File: config.mk
export PLATFORM = sky130hd
export DESIGN_NAME = qam_demod_iad
export DESIGN_NICKNAME = d
export VERILOG_FILES = /design/src/rtl/qam_demod_pkg.sv /design/src/rtl/qam_demod_iad_integrator.sv /design/src/rtl/qam_demod_iad.sv
export SDC_FILE = /design/constraint.sdc
export NUM_CORES = 1
export LEC_CHECK = 0
export CAP_MARGIN = 20
export CORE_UTILIZATION = 47
export DETAILED_ROUTE_END_ITERATION = 7
export PLACE_DENSITY = 0.68
export SLEW_MARGIN = 10
export SYNTH_ARGS = -nofsm -noshare
export SYNTH_HDL_FRONTEND = slang
export SYNTH_SLANG_ARGS = --single-unit
export TNS_END_PERCENT = 10
File: constraint.sdc
create_clock -name clk -period 3.9 [get_ports clk]
set_clock_uncertainty 0.15 [all_clocks]
set_input_delay 0.78 -clock clk [delete_from_list [all_inputs] [get_ports clk]]
set_output_delay 0.78 -clock clk [all_outputs]
set_load 0.02 [all_outputs]
File: src/rtl/qam_demod_pkg.sv
// Shared width derivation, Gray decision codes and the per-axis slicer for
// the integrate-and-dump QAM demodulator.
package qam_demod_pkg;

  function automatic int prod_w(input int data_w, input int lo_w);
    return data_w + lo_w;
  endfunction

  function automatic int acc_w(input int data_w, input int lo_w, input int sps);
    return prod_w(data_w, lo_w) + $clog2(sps) + 1;
  endfunction

  localparam logic [1:0] GRAY_NEG_OUTER = 2'b00;
  localparam logic [1:0] GRAY_NEG_INNER = 2'b01;
  localparam logic [1:0] GRAY_POS_INNER = 2'b11;
  localparam logic [1:0] GRAY_POS_OUTER = 2'b10;

  // 1-bit axes use only bit 0 of the result; 2-bit axes use the Gray codes.
  function automatic logic [1:0] slice_axis(input logic signed [63:0] sum,
                                            input int bits,
                                            input longint thresh);
    logic [1:0] code;
    code = '0;
    if (bits == 1) begin
      code = {1'b0, (sum > 64'sd0)};
    end else if (sum <= -thresh) begin
      code = GRAY_NEG_OUTER;
    end else if (sum <= 64'sd0) begin
      code = GRAY_NEG_INNER;
    end else if (sum <= thresh) begin
      code = GRAY_POS_INNER;
    end else begin
      code = GRAY_POS_OUTER;
    end
    return code;
  endfunction

endpackage

File: src/rtl/qam_demod_iad_integrator.sv
// One I/Q branch: registered mixer product followed by an integrate-and-dump
// accumulator. Symbol framing is decided by the top level via restart_i.
module qam_iq_integrator
  import qam_demod_pkg::*;
#(
  parameter int DATA_W          = 8,
  parameter int LO_W            = 8,
  parameter int SAMPLES_PER_SYM = 16,
  localparam int PROD_W         = prod_w(DATA_W, LO_W),
  localparam int ACC_W          = acc_w(DATA_W, LO_W, SAMPLES_PER_SYM)
) (
  input  logic                     clk_i,
  input  logic                     rst_ni,
  input  logic                     in_valid_i,
  input  logic signed [DATA_W-1:0] sample_i,
  input  logic signed [LO_W-1:0]   lo_i,
  input  logic                     p_valid_i,
  input  logic                     restart_i,
  output logic signed [ACC_W-1:0]  sum_o
);

  logic signed [PROD_W-1:0] prod_q, prod_d;
  logic signed [ACC_W-1:0]  acc_q, acc_d;
  logic signed [ACC_W-1:0]  prod_ext;
  logic signed [ACC_W-1:0]  sum;

  always_comb begin
    prod_d = prod_q;
    if (in_valid_i) begin
      prod_d = PROD_W'(sample_i) * PROD_W'(lo_i);
    end
  end

  // sum is both the next accumulator value and the dumped symbol sum.
  always_comb begin
    prod_ext = ACC_W'(prod_q);
    sum      = restart_i ? prod_ext : acc_q + prod_ext;
    acc_d    = p_valid_i ? sum : acc_q;
  end

  assign sum_o = sum;

  always_ff @(posedge clk_i or negedge rst_ni) begin
    if (!rst_ni) begin
      prod_q <= '0;
      acc_q  <= '0;
    end else begin
      prod_q <= prod_d;
      acc_q  <= acc_d;
    end
  end

endmodule

File: src/rtl/qam_demod_iad.sv
// Integrate-and-dump QAM demodulator (4-QAM or 16-QAM per BITS_PER_AXIS).
// Optional soft outputs soft_sin/soft_cos when QAM_DEMOD_SOFT_OUT_EN is defined.
module qam_demod_iad
  import qam_demod_pkg::*;
#(
  parameter int DATA_W          = 8,
  parameter int LO_W            = 8,
  parameter int BITS_PER_AXIS   = 1,
  parameter int SAMPLES_PER_SYM = 16,
  parameter int THRESH          = 1024,
  localparam int ACC_W          = acc_w(DATA_W, LO_W, SAMPLES_PER_SYM)
) (
  input  logic                         clk,
  input  logic                         rst_n,
  input  logic                         in_valid,
  input  logic                         sym_sync,
  input  logic signed [DATA_W-1:0]     input_signal,
  input  logic signed [LO_W-1:0]       sin_in,
  input  logic signed [LO_W-1:0]       cos_in,
  output logic [2*BITS_PER_AXIS-1:0]   data_demod,
  output logic                         data_valid
`ifdef QAM_DEMOD_SOFT_OUT_EN
  ,
  output logic signed [ACC_W-1:0]      soft_sin,
  output logic signed [ACC_W-1:0]      soft_cos
`endif
);

  localparam int CNT_W = $clog2(SAMPLES_PER_SYM);
  localparam int BPA   = BITS_PER_AXIS;

  if (BITS_PER_AXIS != 1 && BITS_PER_AXIS != 2) begin : g_bad_bpa
    $error("qam_demod_iad: BITS_PER_AXIS must be 1 or 2");
  end
  if (SAMPLES_PER_SYM < 2) begin : g_bad_sps
    $error("qam_demod_iad: SAMPLES_PER_SYM must be >= 2");
  end
  if (THRESH <= 0) begin : g_bad_thresh
    $error("qam_demod_iad: THRESH must be positive");
  end

  logic                    p_valid_q, p_valid_d;
  logic                    p_sync_q, p_sync_d;
  logic [CNT_W-1:0]        cnt_q, cnt_d;
  logic [2*BPA-1:0]        data_demod_q, data_demod_d;
  logic                    data_valid_q, data_valid_d;
  logic                    restart;
  logic                    dump;
  logic signed [ACC_W-1:0] sum_s, sum_c;
  logic [1:0]              dec_s, dec_c;
  logic                    unused_dec;

  qam_iq_integrator #(
    .DATA_W         (DATA_W),
    .LO_W           (LO_W),
    .SAMPLES_PER_SYM(SAMPLES_PER_SYM)
  ) u_int_sin (
    .clk_i     (clk),
    .rst_ni    (rst_n),
    .in_valid_i(in_valid),
    .sample_i  (input_signal),
    .lo_i      (sin_in),
    .p_valid_i (p_valid_q),
    .restart_i (restart),
    .sum_o     (sum_s)
  );

  qam_iq_integrator #(
    .DATA_W         (DATA_W),
    .LO_W           (LO_W),
    .SAMPLES_PER_SYM(SAMPLES_PER_SYM)
  ) u_int_cos (
    .clk_i     (clk),
    .rst_ni    (rst_n),
    .in_valid_i(in_valid),
    .sample_i  (input_signal),
    .lo_i      (cos_in),
    .p_valid_i (p_valid_q),
    .restart_i (restart),
    .sum_o     (sum_c)
  );

  // p_valid follows in_valid every cycle so a held product is never re-added.
  always_comb begin
    p_valid_d = in_valid;
    p_sync_d  = in_valid ? sym_sync : p_sync_q;
  end

  always_comb begin
    restart = (cnt_q == '0) || p_sync_q;
    dump    = p_valid_q && !p_sync_q && (cnt_q == CNT_W'(SAMPLES_PER_SYM - 1));
    cnt_d   = cnt_q;
    if (p_valid_q) begin
      if (dump) begin
        cnt_d = '0;
      end else if (restart) begin
        cnt_d = CNT_W'(1);
      end else begin
        cnt_d = cnt_q + CNT_W'(1);
      end
    end
  end

  always_comb begin
    dec_s        = slice_axis(64'(sum_s), BPA, longint'(THRESH));
    dec_c        = slice_axis(64'(sum_c), BPA, longint'(THRESH));
    data_demod_d = dump ? {dec_s[BPA-1:0], dec_c[BPA-1:0]} : data_demod_q;
    data_valid_d = dump;
  end

  assign unused_dec = ^{dec_s, dec_c};

  always_ff @(posedge clk or negedge rst_n) begin
    if (!rst_n) begin
      p_valid_q    <= 1'b0;
      p_sync_q     <= 1'b0;
      cnt_q        <= '0;
      data_demod_q <= '0;
      data_valid_q <= 1'b0;
    end else begin
      p_valid_q    <= p_valid_d;
      p_sync_q     <= p_sync_d;
      cnt_q        <= cnt_d;
      data_demod_q <= data_demod_d;
      data_valid_q <= data_valid_d;
    end
  end

  assign data_demod = data_demod_q;
  assign data_valid = data_valid_q;

`ifdef QAM_DEMOD_SOFT_OUT_EN
  logic signed [ACC_W-1:0] soft_s_q, soft_c_q;

  always_ff @(posedge clk or negedge rst_n) begin
    if (!rst_n) begin
      soft_s_q <= '0;
      soft_c_q <= '0;
    end else if (dump) begin
      soft_s_q <= sum_s;
      soft_c_q <= sum_c;
    end
  end

  assign soft_sin = soft_s_q;
  assign soft_cos = soft_c_q;
`endif

endmodule

==> summary.md <==
| Metric | Value |
|---|---|
| Post-synth EDFFs | `0` |
| CTS buffer count | `9` |
| Period minus WS final | `4.648 ns` |
| Diodes inserted | `0` |
| Ys flop type | `dfrtp_1` |
| Seq/Total Area, Yosys | `0.1938` |
| Met2 WL | `11080 µm` |
| Slew Limit Fails | `0` |
| Vias in the first global route | `8700` |
| Fin. Hold Viols | `0` |
| Nature of the critical path endpoint | `register` |
| Critical R2R Launch | `u_int_cos.acc_q[0]` |
| Wire length per cell | `14.32 µm` |
| Antenna violations before repair | `0` |
| Highest metal used | `met4` |
| FF-to-FF End | `data_demod[0]` |
| Worst Reg2Reg Path Length in Cells | `12` |
| CP Data Arrival Time | `4.73 ns` |
| Chip Width | `153.0 µm` |
| Post-synth net total | `1443` |
| Clock transition at path regs | `0.06 ns` |
| Worst VDD drop | `318.2 µV` |
| HP Class | `primary input to async pin` |
| Core area | `0.02209 mm²` |
| Slew @ Worst Pin | `between 0.7 and 0.8 ns` |
| Status | `finished, violations left` |
| Final period util | `1.192` |
| Metal1 wirelength | `11620 µm` |
| CTS tree | `done` |
| Total clock sinks | `83` |
| Unrepaired setup endpoints after global routing | `yes` |
| Final WS setup | `-0.7484 ns` |
| Vias post-DR | `~8700` |
| Leakage Power | `roughly 6.2 nW` |
| Finished Core Util | `0.5925` |
| Grt total ovfl | `0` |
| Rows | `54` |
| Pin count of the biggest net entering global routing | `between 70 and 80` |
| R2r setup slk | `0.27 ns` |
| CP bufs+invs | `7` |
| DR WL met3 | `585 µm` |
| DRC | `0` |
| Io pins | `31` |
| Worst path cell trace | `buf_6, buf_6, and2_4, fa_1, inv_2, fa_1, inv_2, fa_1, inv_1, fa_1, inv_2, ha_4, nand2b_1, a21boi_2, o22ai_2, buf_4, o21ba_2, xnor2_1, mux2_2` |
| Ys async rst share | `1.000` |
| DP Area | `0.01216 mm²` |
| Initial Util | `0.4851` |
| Fill cells | `1894` |
| Synth Instances | `1203` |
| Max-cap violations | `0` |
| Mapped cell area | `about 0.011 mm²` |
| Synthesized flop and latch total | `83` |
| Final GP Congestion | `0.8695` |
| Crit-path max FO | `4` |
| Most frequent CP cell | `fa_1` |
| Die ar. | `0.02341 mm²` |
| Layout area overhead | `22.15%` |
| Share of cells above drive strength 1 | `0.2435` |
| Max incr delay on CP | `0.54 ns` |
| Drt pass-1 iters | `4` |
| Synthesized area per cell | `between 8 and 9 µm²` |
| Final ANT Viol Nets | `0` |
| Htree depth | `3` |
| Rel. slew slack | `0.4723` |
| Pre-CTS setup slack | `-1.651 ns` |
| Die Span Y | `153.0 µm` |
| Root Driver | `clkbuf_16` |
| Nets | `1591` |
| Post-DR vias/cell | `5.298` |
| CP max-delay cell | `fa_1` |
| Design Area, Final | `0.01309 mm²` |
| I/O Buffers | `30` |
| Clock latency at the later pin of the worst-skew pair | `approximately 0.34 ns` |
| Post-DP HPWL | `between 15000 and 20000 µm` |
| Worst-case clock buffer depth | `2` |
| Failing checks | `negative setup slack` |
| Synth warnings | `0` |
| Classification of the worst setup path | `primary input to register` |
| Setup violations, final | `19` |
| Pwr Density | `810.8 mW/mm²` |
| Synth cell types | `75` |
| Type of origin of the critical path | `primary input` |
| F_max | `215.1 MHz` |
| Delay-heaviest family, CP | `adder cells` |
| WP data required | `3.98 ns` |
| Iteration-0 DRC Markers | `535` |
| GRT Overall Usage | `0.2103` |
| First-pass GRT wire length | `40970 µm` |
| Detailed Route WL | `23420 µm` |
## per-stage QoR
step                TNS [ns]  std cells  hold WS [ns]  power, mW
finish                -9.717       1635        0.1813      10.61
global route          -12.18       1635        0.2113      11.74
CTS                   -9.932       1631        0.1902      10.34
detailed placement    -27.67       1593        0.3263      8.918
global placement      -25.83       1593        0.3222      8.717
floorplan             -10.74       1203        0.3073      7.022
## cell families after synthesis
family,count (synthesis),share of synthesized area
AND/OR/NAND/NOR,357,0.1703
buffers and inverters,220,0.07740
flip-flops,83,0.1938
multiplexers,44,0.04483
AO/OA/AOI/OAI,230,0.1411
XOR/XNOR,57,0.04658
adder cells (fa/ha/maj),212,0.3259
## cell usage after synthesis (13+ instances only)
| library cell | n | share of area |
|---|---|---|
| inv_1 | 186 | 0.065 |
| nor2b_1 | 16 | 0.0093 |
| ha_1 | 100 | 0.12 |
| mux2_2 | 32 | 0.034 |
| nor2_1 | 63 | 0.022 |
| and2_1 | 89 | 0.052 |
| nand2_1 | 100 | 0.035 |
| o21ai_0 | 40 | 0.019 |
| nand3_1 | 17 | 0.0079 |
| xor2_1 | 13 | 0.011 |
| xnor2_1 | 44 | 0.036 |
| nor3_1 | 17 | 0.0079 |
| dfrtp_1 | 83 | 0.19 |
| clkbuf_1 | 30 | 0.011 |
| fa_1 | 112 | 0.21 |
| a21o_1 | 20 | 0.014 |
| a31oi_1 | 18 | 0.011 |
| a21oi_1 | 57 | 0.027 |
## state kept, by name, summed over array words and instances (netlist names)
register	flops
u_int_sin.acc_q	21
data_valid	1
u_int_cos.acc_q	21
p_valid_q	1
u_int_cos.prod_q	16
p_sync_q	1
u_int_sin.prod_q	16
cnt_q	4
data_demod	2
## routing by layer
layer | vias to the layer above | GRT usage
met1 | 4205 | 0.2999
li1 | 4311 | -
met3 | 12 | 0.02212
met2 | 134 | 0.3528
met5 | - | 0
met4 | 0 | 0.02982
## worst max path at each step
stage,slack (ns),from,endpoint,cells past startpoint
finish,-0.75,input_signal[7],u_int_sin.prod_q[11],19
global route,-0.86,input_signal[7],u_int_sin.prod_q[11],19
CTS,-0.84,input_signal[2],u_int_sin.prod_q[12],19
detailed placement,-1.65,input_signal[5],u_int_cos.prod_q[13],17
global placement,-1.58,input_signal[5],u_int_sin.prod_q[15],18
floorplan,-0.88,input_signal[7],u_int_cos.prod_q[12],19
## power breakdown
| part | internal, mW | total (mW) | switching [mW] | leakage [nW] |
|---|---|---|---|---|
| clock network | 0.559 | 0.912 | 0.353 | 0.155 |
| registers | 1.24 | 1.55 | 0.312 | 0.979 |
| logic | 3.96 | 8.15 | 4.19 | 5.10 |
| total | 5.76 | 10.6 | 4.85 | 6.23 |
## repair_timing
action                     CTS  global route
cloned                       2             0
setup endpoints to repair   22            21
buffers inserted            22             4
gates resized for setup    160            46
hold buffers                 0             0
pin swaps                   57            31
## final cells by class
| class | instances | area (µm²) | area share |
|---|---|---|---|
| multi-input cells | 900 | 8267 | 0.6315 |
| flip-flops and latches | 83 | 2078 | 0.1587 |
| repair buffers | 171 | 1381 | 0.1055 |
| inverters | 186 | 698.2 | 0.05333 |
| well taps | 280 | 350.3 | 0.02676 |
| clock buffers | 9 | 225.2 | 0.01720 |
| clock inverters | 6 | 91.34 | 0.006977 |
## cells in the final DEF, fill, tap and decap left out, types with 20 or more instances in the layout
cell	count
o21ai_0	34
xnor2_1	43
buf_6	20
mux2_2	29
nor2_1	62
dfrtp_1	82
nand2_1	97
a21o_1	20
inv_1	166
a21oi_1	51
ha_1	84
and2_1	71
buf_4	122
inv_2	20
fa_1	107
(Power assumes the default switching activity.)
==> RTL change, RTL diff (same flow settings) <==
`DATA_W` is set to 8 in 2 places; all go to 7.
--- a/src/rtl/qam_demod_iad_integrator.sv
+++ b/src/rtl/qam_demod_iad_integrator.sv
@@ -4,5 +4,5 @@
   import qam_demod_pkg::*;
 #(
-  parameter int DATA_W          = 8,
+  parameter int DATA_W          = 7,
   parameter int LO_W            = 8,
   parameter int SAMPLES_PER_SYM = 16,
--- a/src/rtl/qam_demod_iad.sv
+++ b/src/rtl/qam_demod_iad.sv
@@ -4,5 +4,5 @@
   import qam_demod_pkg::*;
 #(
-  parameter int DATA_W          = 8,
+  parameter int DATA_W          = 7,
   parameter int LO_W            = 8,
   parameter int BITS_PER_AXIS   = 1,
Ports: changed (resized input_signal); port bits go from 31 to 30. No check against the original RTL was run, so the function may have changed too.
==> RTL change against the original RTL <==
- the flow still finishes with violations (negative setup slack)
- via count decreased by 10%
- core utilization decreased by 1.8 points
- total power decreased by 13%
- sequential power decreased by 3%
- die area decreased by 8.6%
- sequential share of layout area increased by 1.1 points
- area after synthesis decreased by 8.7%
- final area decreased by 11%
- critical path depth increased by 1
- maximum frequency increased by 0.99%
- sequential cell count decreased by 4
- worst setup slack improved by 0.046 ns
- routed wire length decreased by 13%
- critical path type unchanged
- critical endpoint is now u_int_cos.prod_q[10]$_DFFE_PN0P_
- largest power group unchanged
- highest routed layer unchanged
==> RTL change: results (changes against the original RTL) <==
- DR pass1 iterations: 5 (was 4)
- FILL cells: 1,800 (was 1,894)
- Post-synthesis xor/xnor area fraction: 0.0555 (was 0.0466)
- IO Port Bufs: 29 (was 30)
- DP Worst Slack: -1.60 ns (was -1.65 ns)
- Largest net degree at the start of global routing: 80 (was 79)
- Mux share of post-synthesis cell area: 0.0503 (was 0.0448)
- Adder-cell share of the synthesized area: 0.312 (was 0.326)
- Worst path arrival time: 4.68 ns (was 4.73 ns)
- Synth cell count leaders: inv_1 (174), nand2_1 (108), ha_1 (100), fa_1 (90), dfrtp_1 (79) (was inv_1 (186), fa_1 (112), ha_1 (100), nand2_1 (100), and2_1 (89))
- Peak VDD IR: 0.000269 V (was 0.000318 V)
- Crit path max fanout: 8 (was 4)
- Lkg Pwr: 0.00567 uW (was 0.00623 uW)
- Compound-Gate Fraction of Synth Area: 0.138 (was 0.141)
- Via density: 5.22 (was 5.30)
- Status: complete, but fails checks (unchanged)
- Failing checks: negative setup slack (unchanged)
- First-pass GRT wire length: 35,500 um (was 41,000 um)
- Worst setup margin: -0.703 ns (was -0.748 ns)
- Tightest Pin Transition: 0.900 ns (was 0.791 ns)
- Seq/Total Area, Yosys: 0.202 (was 0.194)
- Vias in the first global route: 7,703 (was 8,700)
- CP peak stage delay: 0.52 ns (was 0.54 ns)
- Area contributors post-synth: dfrtp_1 (20%), fa_1 (18%), ha_1 (13%), inv_1 (6.7%), and2_1 (4.2%) (was fa_1 (21%), dfrtp_1 (19%), ha_1 (12%), inv_1 (6.5%), and2_1 (5.2%))
- Final Setup Violations: 17 (was 19)
- DRT iter0 DRCs: 377 (was 535)
- HPWL Detailed: 16,000 um (was 18,300 um)
- Fraction of layout cells with a size suffix above 1: 0.207 (was 0.244)
- Routed WL per cell: 13.7 um (was 14.3 um)
- Syn_nets: 1,319 (was 1,443)
- RD Place Congestion: 0.868 (was 0.870)
- Biggest regs: u_int_cos.acc_q x20, u_int_sin.acc_q x20 (was u_int_cos.acc_q x21, u_int_sin.acc_q x21)
- Net count, final: 1,429 (was 1,591)
- Synth cell types: 67 (was 75)
## RTL change: changes by cell type after synthesis, moves of 12 or more
cell | before | now
o21ai_0 | 40 | 27
and2_1 | 89 | 65
fa_1 | 112 | 90
nor2b_1 | 16 | 4
inv_1 | 186 | 174
## RTL change: power breakdown
group | internal [uW] | switching (uW)
logic | 3240 | 3540
registers | 1180 | 322
clock network | 562 | 346
## RTL change: path summary, 6_finish.rpt
| check | from | end | slack, ns | depth (start not counted) |
|---|---|---|---|---|
| min in group clk | u_int_sin.acc_q[13]$_DFFE_PN0P_ | u_int_sin.acc_q[13]$_DFFE_PN0P_ | 0.35 | 1 |
| min | rst_n | u_int_cos.acc_q[16]$_DFFE_PN0P_ | 0.21 | 1 |
| max reg2reg | u_int_sin.prod_q[0]$_DFFE_PN0P_ | data_demod[1]$_DFFE_PN0P_ | 0.37 | 11 |
| max | input_signal[1] | u_int_cos.prod_q[10]$_DFFE_PN0P_ | -0.70 | 20 |
| max in group asynchronous | rst_n | u_int_sin.acc_q[8]$_DFFE_PN0P_ | 2.80 | 2 |
| min reg2reg | u_int_sin.acc_q[13]$_DFFE_PN0P_ | u_int_sin.acc_q[13]$_DFFE_PN0P_ | 0.35 | 1 |
## RTL change: per-stage QoR
step	TNS (ns)	power [uW]	area, um^2	std cells
finish	-7.76	9190	11700	1486
global route	-10.44	10100	11700	1486
CTS	-7.86	9090	11600	1483
detailed placement	-25.62	7930	11000	1458
global placement	-24.16	7760	11000	1458
floorplan	-9.14	6400	9910	1102
## RTL change: cell families (layout without fill, tap and decap cells)
logic type | count (synthesis) | in the layout
and+or+nand+nor | 315 | 315
buffers and inverters | 209 | 323
AOI/OAI and AO/OA | 202 | 202
adders and majority gates | 190 | 190
DFF | 79 | 79
xor gates and xnor gates | 62 | 62
muxes | 45 | 45
## RTL change: area by class of cell
cell class                 count  share of cell area
clock buffer                   9              0.0193
clock inverter                 6             0.00805
inverter                     174              0.0562
multi-input combinational    814               0.625
sequential                    79               0.170
tap                          270              0.0290
timing repair buffer         134              0.0929
## RTL change: repair_timing
action	4_1_cts	5_1_grt
pin swaps	49	10
setup endpoints to repair	22	18
hold buffers	0	0
endpoints found under the hold margin	0	0
gates resized for setup	137	11
buffers inserted	10	2
## RTL change: per-layer routing
metal,share of wire,up-vias,GRT usage
li1,-,3888,-
met4,0.010,0,0.0526
met1,0.50,3755,0.286
met2,0.47,99,0.326
met5,0,-,0
met3,0.022,16,0.0125
